### src/rtl/apb_slave_mem.sv
// APB completer backed by a small word-addressed register file.
// Decodes one peripheral window, inserts WAIT_STATES wait cycles, flags bad accesses via Pslverr.
module apb_slave_mem #(
  parameter logic [31:0] BASE_ADDR   = 32'h8000_0000,
  parameter int unsigned AW          = 4,
  parameter int unsigned WAIT_STATES = 0
) (
  input  logic        Hclk,
  input  logic        Hresetn,
  input  logic        Psel,
  input  logic        Penable,
  input  logic        Pwrite,
  input  logic [31:0] Paddr,
  input  logic [31:0] Pwdata,
  output logic [31:0] Prdata,
  output logic        Pready,
  output logic        Pslverr
);

  localparam int unsigned DEPTH = 1 << AW;
  localparam logic [2:0]  WS    = 3'(WAIT_STATES);

  typedef enum logic {IDLE, ACCESS} state_e;

  state_e        state_q, state_d;
  logic [2:0]    cnt_q, cnt_d;
  logic [AW-1:0] idx_q, idx_d;
  logic          write_q, write_d;
  logic          err_q, err_d;
  logic [31:0]   wdata_q, wdata_d;
  logic [31:0]   prdata_q, prdata_d;
  logic          pready_q, pready_d;
  logic          pslverr_q, pslverr_d;
  logic [31:0]   mem_q [DEPTH];
  logic [31:0]   mem_d [DEPTH];

  logic          setup_hit;
  logic          setup_aligned;
  logic          setup_err;
  logic [AW-1:0] setup_idx;

  always_comb begin
    setup_hit     = (Paddr[31:AW+2] == BASE_ADDR[31:AW+2]);
    setup_aligned = (Paddr[1:0] == 2'b00);
    setup_err     = !setup_hit || !setup_aligned;
    setup_idx     = Paddr[AW+1:2];
  end

  always_comb begin
    state_d   = state_q;
    cnt_d     = cnt_q;
    idx_d     = idx_q;
    write_d   = write_q;
    err_d     = err_q;
    wdata_d   = wdata_q;
    prdata_d  = prdata_q;
    pready_d  = pready_q;
    pslverr_d = pslverr_q;
    mem_d     = mem_q;

    case (state_q)
      IDLE: begin
        if (Psel && !Penable) begin
          state_d  = ACCESS;
          idx_d    = setup_idx;
          write_d  = Pwrite;
          err_d    = setup_err;
          wdata_d  = Pwdata;
          // Read data is captured once here and held through any wait states.
          prdata_d = (!Pwrite && !setup_err) ? mem_q[setup_idx] : 32'h0;
          if (WS == 3'd0) begin
            cnt_d     = 3'd0;
            pready_d  = 1'b1;
            pslverr_d = setup_err;
          end else begin
            cnt_d     = WS;
            pready_d  = 1'b0;
            pslverr_d = 1'b0;
          end
        end
      end
      ACCESS: begin
        if (!(Psel && Penable)) begin
          state_d   = IDLE;
          cnt_d     = 3'd0;
          pready_d  = 1'b0;
          pslverr_d = 1'b0;
          prdata_d  = 32'h0;
        end else if (pready_q) begin
          if (write_q && !err_q) begin
            mem_d[idx_q] = wdata_q;
          end
          state_d   = IDLE;
          pready_d  = 1'b0;
          pslverr_d = 1'b0;
          prdata_d  = 32'h0;
        end else begin
          cnt_d = (cnt_q != 3'd0) ? cnt_q - 3'd1 : 3'd0;
          if (cnt_q <= 3'd1) begin
            pready_d  = 1'b1;
            pslverr_d = err_q;
          end
        end
      end
      default: state_d = IDLE;
    endcase
  end

  always_ff @(posedge Hclk) begin
    if (!Hresetn) begin
      state_q   <= IDLE;
      cnt_q     <= 3'd0;
      idx_q     <= '0;
      write_q   <= 1'b0;
      err_q     <= 1'b0;
      wdata_q   <= 32'h0;
      prdata_q  <= 32'h0;
      pready_q  <= 1'b0;
      pslverr_q <= 1'b0;
      mem_q     <= '{default: 32'h0};
    end else begin
      state_q   <= state_d;
      cnt_q     <= cnt_d;
      idx_q     <= idx_d;
      write_q   <= write_d;
      err_q     <= err_d;
      wdata_q   <= wdata_d;
      prdata_q  <= prdata_d;
      pready_q  <= pready_d;
      pslverr_q <= pslverr_d;
      mem_q     <= mem_d;
    end
  end

  // Completion is never signalled to a master that has already deselected us.
  assign Prdata  = prdata_q;
  assign Pready  = pready_q & Psel;
  assign Pslverr = pslverr_q & Psel;

endmodule
### config.mk
export PLATFORM = sky130hd
export DESIGN_NAME = apb_slave_mem
export DESIGN_NICKNAME = d
export VERILOG_FILES = /design/src/rtl/apb_slave_mem.sv
export SDC_FILE = /design/constraint.sdc
export NUM_CORES = 1
export LEC_CHECK = 0
export BUFFER_PORTS_ARGS = -buffer_cell sky130_fd_sc_hd__buf_2
export CAP_MARGIN = 40
export CORE_ASPECT_RATIO = 1.4
export CORE_MARGIN = 2
export CORE_UTILIZATION = 60
export CTS_BUF_LIST = sky130_fd_sc_hd__clkbuf_4 sky130_fd_sc_hd__clkbuf_8
export CTS_CLUSTER_DIAMETER = 150
export DETAILED_ROUTE_END_ITERATION = 8
export HOLD_SLACK_MARGIN = 0.05
export PLACE_DENSITY = 0.78
export SLEW_MARGIN = 20
export SYNTH_ARGS = -nofsm -noshare
export SYNTH_HDL_FRONTEND = slang
export SYNTH_SLANG_ARGS = --single-unit
### constraint.sdc
create_clock -name Hclk -period 2.1 [get_ports Hclk]
set_input_delay 0.42 -clock Hclk [delete_from_list [all_inputs] [get_ports Hclk]]
set_output_delay 0.42 -clock Hclk [all_outputs]
set_load 0.1 [all_outputs]
Yosys cells after proc, flatten, opt, wreduce, memory -nomap -nowiden:

Cells that the tools add are included.
Widths: inputs -> output; s select.

* register bits after elaboration: 588
* bits of input ports: 69
* output and inout port bits: 34
* logic and storage cells: 89

* add/sub/neg operators: 1
* $lt $le $gt $ge: 4
* equal/unequal tests: 5
* muxes and demuxes: 30
* bitwise logic cells: 5
* reductions and logical operators: 19

Operators with widths (number)
* $bwmux 512: 1
* $mux 32: 7
* $bmux 32 s4: 1
* $demux 32 s4: 1
* $pmux 32 s2: 1
* $eq 26x26->1 const B: 1
* $mux 3: 4
* $mux 1: 11
* $ge 5x5->1 const B: 2
* $not 4->5: 2
* $reduce_and 2->1: 4
* $logic_not 1->1: 6
* $ne 3x3->1 const B: 2
* $pmux 1 s2: 3
* $pmux 3 s2: 1
* $logic_and 1x1->1: 5
* $lt 5x1->1 const B: 1
* $ne 4x3->1 const B: 1
* $reduce_and 4->1: 1
* $le 3x1->1 const B: 1
* $reduce_bool 3->1: 1
* $sub 3x1->3 const B: 1
* $and 1x1->1: 2
* $logic_not 2->1: 1
* 3 further kinds: 3

Depth between registers and ports, before layout:

Gate-level depths: netlist of run 1.

* depth in word-level cells: 8
* gate-level depth with buffers: 8
* gate-level depth less buffers: 4

Least setup slack after synthesis of run 1:

OpenSTA, ideal clock, no wires.

* kind: input-to-reg
* from: input port Paddr[2]
* to: register prdata_q[24], in the netlist Prdata[24]
* setup time: 132 ps
* data arrival time: 1753 ps
* required time: 1968 ps
* path slack: 216 ps
* stages: 7
* buffers on the path: 3
* path through: clkbuf_1 clkbuf_1 buf_2 mux2i_1 o22ai_1 nor4_1 a211oi_2

* cells in the longest elaborated chain, start to end: 7

RTL lines
* from (decl): RTL line 13 `input logic [31:0] Paddr,`
* $not 4->5 (implied by the code): RTL line 70 `prdata_d = (!Pwrite && !setup_err) ? mem_q[setup_idx] : 32'h0;`
* $bmux 32 s4: RTL line 70
* $mux 32 (implied by the code) (2 in a row): RTL line 70
* $mux 32: RTL line 70
* $mux 32: RTL line 63 `if (Psel && !Penable) begin`
* $pmux 32 s2: RTL line 61 `case (state_q)`
* to (signal assigned): RTL line 128 `prdata_q <= prdata_d;`
* to (decl): RTL line 31 `logic [31:0] prdata_q, prdata_d;`

No other way between the ends. The select of a mux whose other input is x is not followed.
A chain may end at the register's enable or synchronous reset.

Worst setup path after layout of run 1:

* from: register prdata_q[19], in the netlist Prdata[19]
* to: output port Prdata[19]

RTL lines
* to (decl): RTL line 15 `output logic [31:0] Prdata,`

No word-level cell between the ends.

==> impl_metrics.csv, run 1 <==
group,metric,value,unit
status,outcome,"completed",
clock_tree,numClockSinks,588,
power_and_ir_drop,cellPowerDensity,740,nW/um2
layout,drive_gt1_share,21.6,%
sta,finalMaxSlewViolations,0,
logic_synthesis,synth_top_area_share,43.3,%
logic_synthesis,synth_warnings,0,
logic_synthesis,synth-seq-cells,588,
logic_synthesis,synth_area,27200,um2
sta,max_slew.worst_pin.slew,0.928,ns
logic_synthesis,synth_nets,3384,
routing,drt-initial-drc-count,2529,
hold_path,hold_class,"primary input to register",
grt,grt_pass1_vias,25000,
setup_path,crit_chain,"buf_2",
logic_synthesis,synth_area_per_cell,8.19,um2
routing,wl_per_cell,21.9,um
floorplanning,die_h,256,um
floorplanning,fp.dieArea,47000,um2
clock_tree,cts_buffers,87,
sta,fmax,497,MHz
sta,relSlewSlack,38.0,%
layout,area_delta_synth_final,13.4,%
clock_tree,cts-root-buf,"clkbuf_8",
setup_path,end_kind,"output pin",
routing,wl,87.8,mm
setup_path,crit_type,"register to output pin",
sta,hold_violations,0,
setup_path,cpPeakStageDelay,0.48,ns
logic_synthesis,postSynthCellCount,3315,
placement,gp_congestion,0.916,
floorplanning,coreArea,44900,um2
routing,route.detailed.drc,0,
sta,setup_viol,0,
setup_path,cp_top_family,"buffers and inverters",
sta,period_share,95.8,%
logic_synthesis,synth_edf_count,0,
logic_synthesis,synth_most_common_cell,"nand2_1",
grt,antenna_found_initial,1,
layout,fillers,3467,
power_and_ir_drop,power.switching,5.50,mW
sta,final.setup.tns,0,ns
setup_path,critical_path_required,1.68,ns
power_and_ir_drop,sequentialPowerShare,49.9,%
grt,grt_usage,36.7,%
setup_path,worstPathArrival,1.59,ns
clock_tree,cts_max_level,3,
floorplanning,die_w,184,um
run,cap_violations,0,
layout,finish.net_count,3449,
logic_synthesis,yosys-top-cells-count,"nand2_1, dfxtp_1, a21oi_1",
logic_synthesis,yosysTopAreaCell,"dfxtp_1",
routing,drt_pass1_iterations,6,
logic_synthesis,async_reset_ff_share,0,%
logic_synthesis,yosysSeqAreaShare,43.3,%
grt,grt_pass1_wl,135,mm
routing,vias,25000,
power_and_ir_drop,switching_share,24.2,%
setup_path,cpMaxStageDelayCell,"buf_2",
power_and_ir_drop,ir_drop,532,uV
logic_synthesis,synth.area.top_cells,"dfxtp_1, nand2_1, mux2i_1, a21oi_2, a21oi_1",
power_and_ir_drop,p_leak,10.5,nW
placement,port_buffers,102,
placement,dp_hpwl,55.8,mm
grt,grt_overflow_total,0,
floorplanning,row_count,92,
setup_path,cp_num_buf_inv,1,
clock_tree,clk_latency,0.67,ns
power_and_ir_drop,pwr-share-comb,6.1,%
clock_tree,post_cts_buffers,0,
routing,viasPerCell,6.23,
grt,grt_max_degree,127,
power_and_ir_drop,pwr-share-clk,44.0,%
floorplanning,ios,103,
routing,ant_nets,0,
setup_path,cp-start-kind,"register",
clock_tree,clkTransAtPathRegs,0.07,ns
logic_synthesis,ys_types,40,
clock_tree,cts_tree,"done",
power_and_ir_drop,p_int,17.3,mW
clock_tree,cts_max_path_buffers,3,
sta,min_period,2.01,ns
setup_path,cp_max_fo,3,
logic_synthesis,ys.flop_type,"dfxtp_1",
sta,final.setup_skew,0.0287,ns
layout,post-route-util,68.6,%
floorplanning,initial_core_util,60.5,%
sta,rsz0062_at_grt,"no",
==> state kept, by name (all words and copies together) (netlist names), 3 cells and up <==
register and count:
wdata_q 32, Prdata 32, cnt_q 3, idx_q 4
mem_q 512
==> cell type report <==
| class | instances | area (um2) | area share [%] |
|---|---|---|---|
| multi-input cells | 2384 | 13500 | 44.0 |
| flip-flops and latches | 588 | 11800 | 38.2 |
| repair buffers | 316 | 2850 | 9.26 |
| clock buffers | 139 | 1770 | 5.75 |
| well taps | 564 | 706 | 2.29 |
| clock inverters | 15 | 135 | 0.439 |
| inverters | 3 | 18.8 | 0.0609 |
| diodes | 1 | 2.50 | 0.00813 |
==> worst register-to-register path, cell delays in order, from the launching register on <==
cell,delay [ns]
dfxtp_1,0.34
or2_1,0.38
or4_1,0.64
buf_4,0.27
nand2_1,0.16
a21oi_2,0.05
==> repair_timing <==
item / in CTS / in global routing
setup endpoints to repair: 1 / 196
hold buffers: 30 / 0
gates cloned: 0 / 1
hold endpoints to repair: 30 / 0
gates resized for setup: 1 / 13
pin swaps: 0 / 1
==> logic make-up (layout without fill, tap and decap cells) <==
kind of cell    after synthesis  count (layout)  synth area share, %
mux                         256             256                 9.43
other cells                   0               1                    0
buf+inv                     344             473                 7.00
flops                       588             588                 43.3
simple gates               1372            1373                 21.2
compound gates              755             755                 19.0
==> placed cells by master (no fill, tap or decap), drive strengths merged, types with 30 or more instances in the layout <==
cell type / count
a211oi: 66
a21oi: 550
buf: 285
clkbuf: 140
dfxtp: 588
dlygate4sd3: 30
mux2i: 256
nand2: 1168
nor2: 72
nor4: 86
o21ai: 38
o21bai: 32
o22ai: 64
==> power groups by stage <==
stage	combinational, mW	sequential, mW	clock (mW)
after floorplan	0.868	11.4	0
after global placement	1.28	11.6	0
after detailed placement	1.29	11.6	0
after CTS	1.34	11.4	10.1
after global routing	1.44	11.4	10.6
final	1.39	11.4	10.0
==> routing by layer <==
metal | track usage, % | up-vias | wire length, um
li1 | - | 11200 | -
met1 | 41.4 | 11800 | 30700
met2 | 60.5 | 1494 | 41300
met3 | 7.67 | 454 | 8460
met4 | 28.0 | 0 | 7380
met5 | 0 | - | 0
==> metrics by stage <==
step                      instance area [um2]  hold slack, ns  worst slack [ns]  std cells  power (mW)
after global placement                  28500           0.436            -0.147       3823        12.9
after global routing                    30800           0.165            0.0406       4010        23.4
after floorplan                         27200           0.431             0.216       3315        12.3
after detailed placement                28500           0.442            -0.183       3823        12.9
after CTS                               30700           0.135           0.00728       4007        22.8
final                                   30800           0.196            0.0883       4010        22.8
==> final timing paths <==
path,startpoint,to,slack [ns],depth (start not counted)
setup / recovery,Prdata[19],Prdata[19],0.09,1
hold / removal,Psel,state_q,0.20,3
setup reg to reg,idx_q[0],mem_q[362],0.12,5
hold reg to reg,mem_q[95],mem_q[95],0.45,2
No activity file was read; power rests on OpenSTA's default activity.
==> run 2, diff against run 1 <==
==> constraint.sdc (replaced) <==
create_clock -name Hclk -period 2.1 [get_ports Hclk]
set_input_delay 0.63 -clock Hclk [delete_from_list [all_inputs] [get_ports Hclk]]
set_output_delay 0.63 -clock Hclk [all_outputs]
set_load 0.1 [all_outputs]
==> impl_metrics.csv, run 2 (synthesis results as in run 1) <==
group,metric,value,unit
status,outcome,"finished, violations left",
status,failed_checks,"setup timing",
layout,finish.net_count,3435,
setup_path,crit_chain,"buf_6",
setup_path,cp_max_fo,3,
power_and_ir_drop,pwr-share-comb,6.1,%
placement,placedCellCount,3838,
layout,largest_reg_flops,512,
sta,final.setup_skew,0.0336,ns
routing,wl_per_cell,22.1,um
sta,min_period,2.10,ns
clock_tree,cts_hold_buf,0,
floorplanning,coreArea,44900,um2
sta,whs,0.179,ns
layout,final_cell_mix,"nand2_1, dfxtp_1, a21oi_1",
layout,regMostFlops,"mem_q",
clock_tree,cts_max_path_buffers,3,
floorplanning,fp.dieArea,47000,um2
setup_path,cpPeakStageDelay,0.49,ns
layout,fillers,3452,
power_and_ir_drop,pwr-share-clk,44.3,%
setup_path,cp-start-kind,"register",
routing,wl,88.2,mm
sta,setup_viol,1,
power_and_ir_drop,cellPowerDensity,743,nW/um2
routing,route.detailed.drc,0,
placement,preCtsSetupSlack,-0.404,ns
sta,rsz0062_at_grt,"no",
setup_path,end_kind,"output pin",
setup_path,cpMaxStageDelayCell,"dfxtp_1",
sta,relSlewSlack,40.3,%
routing,drt-initial-drc-count,2560,
floorplanning,row_count,92,
sta,hold_violations,0,
layout,final_common_cell,"nand2_1",
layout,area_delta_synth_final,13.3,%
grt,grt_usage,37.3,%
hold_path,hold_class,"primary input to register",
floorplanning,initial_core_util,60.5,%
grt,grt_max_degree,114,
routing,viasPerCell,6.25,
clock_tree,numClockSinks,588,
clock_tree,cts-root-buf,"clkbuf_8",
sta,fmax,476,MHz
sta,period_share,100,%
clock_tree,clk_latency,0.70,ns
routing,vias,25000,
sta,postLayoutSetupSlackWorst,-0.00114,ns
sta,final.setup.tns,-0.00114,ns
routing,drt_pass1_iterations,6,
power_and_ir_drop,ir_drop,520,uV
floorplanning,ios,103,
grt,grt_pass1_wl,137,mm
clock_tree,cts_buffers,89,
setup_path,worstPathArrival,1.47,ns
power_and_ir_drop,p_int,17.3,mW
layout,finalNonFillerCells,3999,
layout,drive_gt1_share,22.2,%
grt,antenna_found_initial,1,
clock_tree,cts_max_level,3,
floorplanning,die_w,184,um
sta,finalMaxSlewViolations,0,
placement,port_buffers,102,
power_and_ir_drop,power.switching,5.56,mW
sta,max_slew.worst_pin.slew,0.894,ns
setup_path,cp_num_buf_inv,1,
run,cap_violations,0,
power_and_ir_drop,sequentialPowerShare,49.6,%
power_and_ir_drop,p_leak,10.5,nW
floorplanning,die_h,256,um
setup_path,crit_type,"register to output pin",
placement,gp_congestion,0.925,
routing,ant_nets,0,
placement,dp_hpwl,56.3,mm
grt,grt_pass1_vias,25200,
setup_path,critical_path_required,1.47,ns
setup_path,cp_top_family,"flip-flops",
power_and_ir_drop,switching_share,24.3,%
clock_tree,cts_tree,"done",
clock_tree,clkTransAtPathRegs,0.07,ns
grt,grt_overflow_total,0,
==> run 2: worst paths after layout <==
check,to,start,slack [ns],depth (start not counted)
worst max-delay path,Prdata[0],Prdata[0],-0.001,1
worst min-delay path,wdata_q[23],Pwdata[23],0.18,3
worst max register to register,mem_q[13],err_q,0.12,6
worst min register to register,mem_q[231],mem_q[231],0.45,2
==> run 2: layer usage <==
metal,global-route usage (%),wire length (um)
met5,0,0
met4,29.0,7170
met3,8.84,8880
met2,61.6,41700
met1,41.2,30500
==> run 2: timing repair <==
item / 4_1_cts / 5_1_grt
buffers inserted: 0 / 1
resized for setup: 40 / 3
pin swaps: 0 / 1
endpoints found under the setup margin: 33 / 16
==> run 2: metrics by stage <==
stage | area (um2) | total power [mW] | util [%]
after CTS | 30700 | 22.9 | 68.5
final | 30800 | 22.9 | 68.5
after floorplan | 27200 | 12.3 | -
after global routing | 30800 | 23.5 | 68.5
after detailed placement | 28700 | 12.9 | 64.0
after global placement | 28700 | 12.9 | 64.0
==> run 2: power by group through the flow <==
stage / combinational, mW / clock (mW) / sequential (mW)
6_report: 1.40 / 10.1 / 11.4
5_1_grt: 1.44 / 10.7 / 11.3
4_1_cts: 1.36 / 10.2 / 11.3
3_5_place_dp: 1.35 / 0 / 11.6
3_3_place_gp: 1.33 / 0 / 11.6
2_1_floorplan: 0.868 / 0 / 11.4
==> run 2: cell type report <==
| class | count | area [um2] | area share, % |
|---|---|---|---|
| timing repair buffer | 301 | 2810 | 9.15 |
| sequential | 588 | 11800 | 38.3 |
| inverter | 3 | 18.8 | 0.0610 |
| tap | 564 | 706 | 2.29 |
| clock buffer | 141 | 1780 | 5.78 |
| clock inverter | 18 | 149 | 0.484 |
| multi-input combinational | 2383 | 13500 | 44.0 |
| antenna | 1 | 2.50 | 0.00813 |
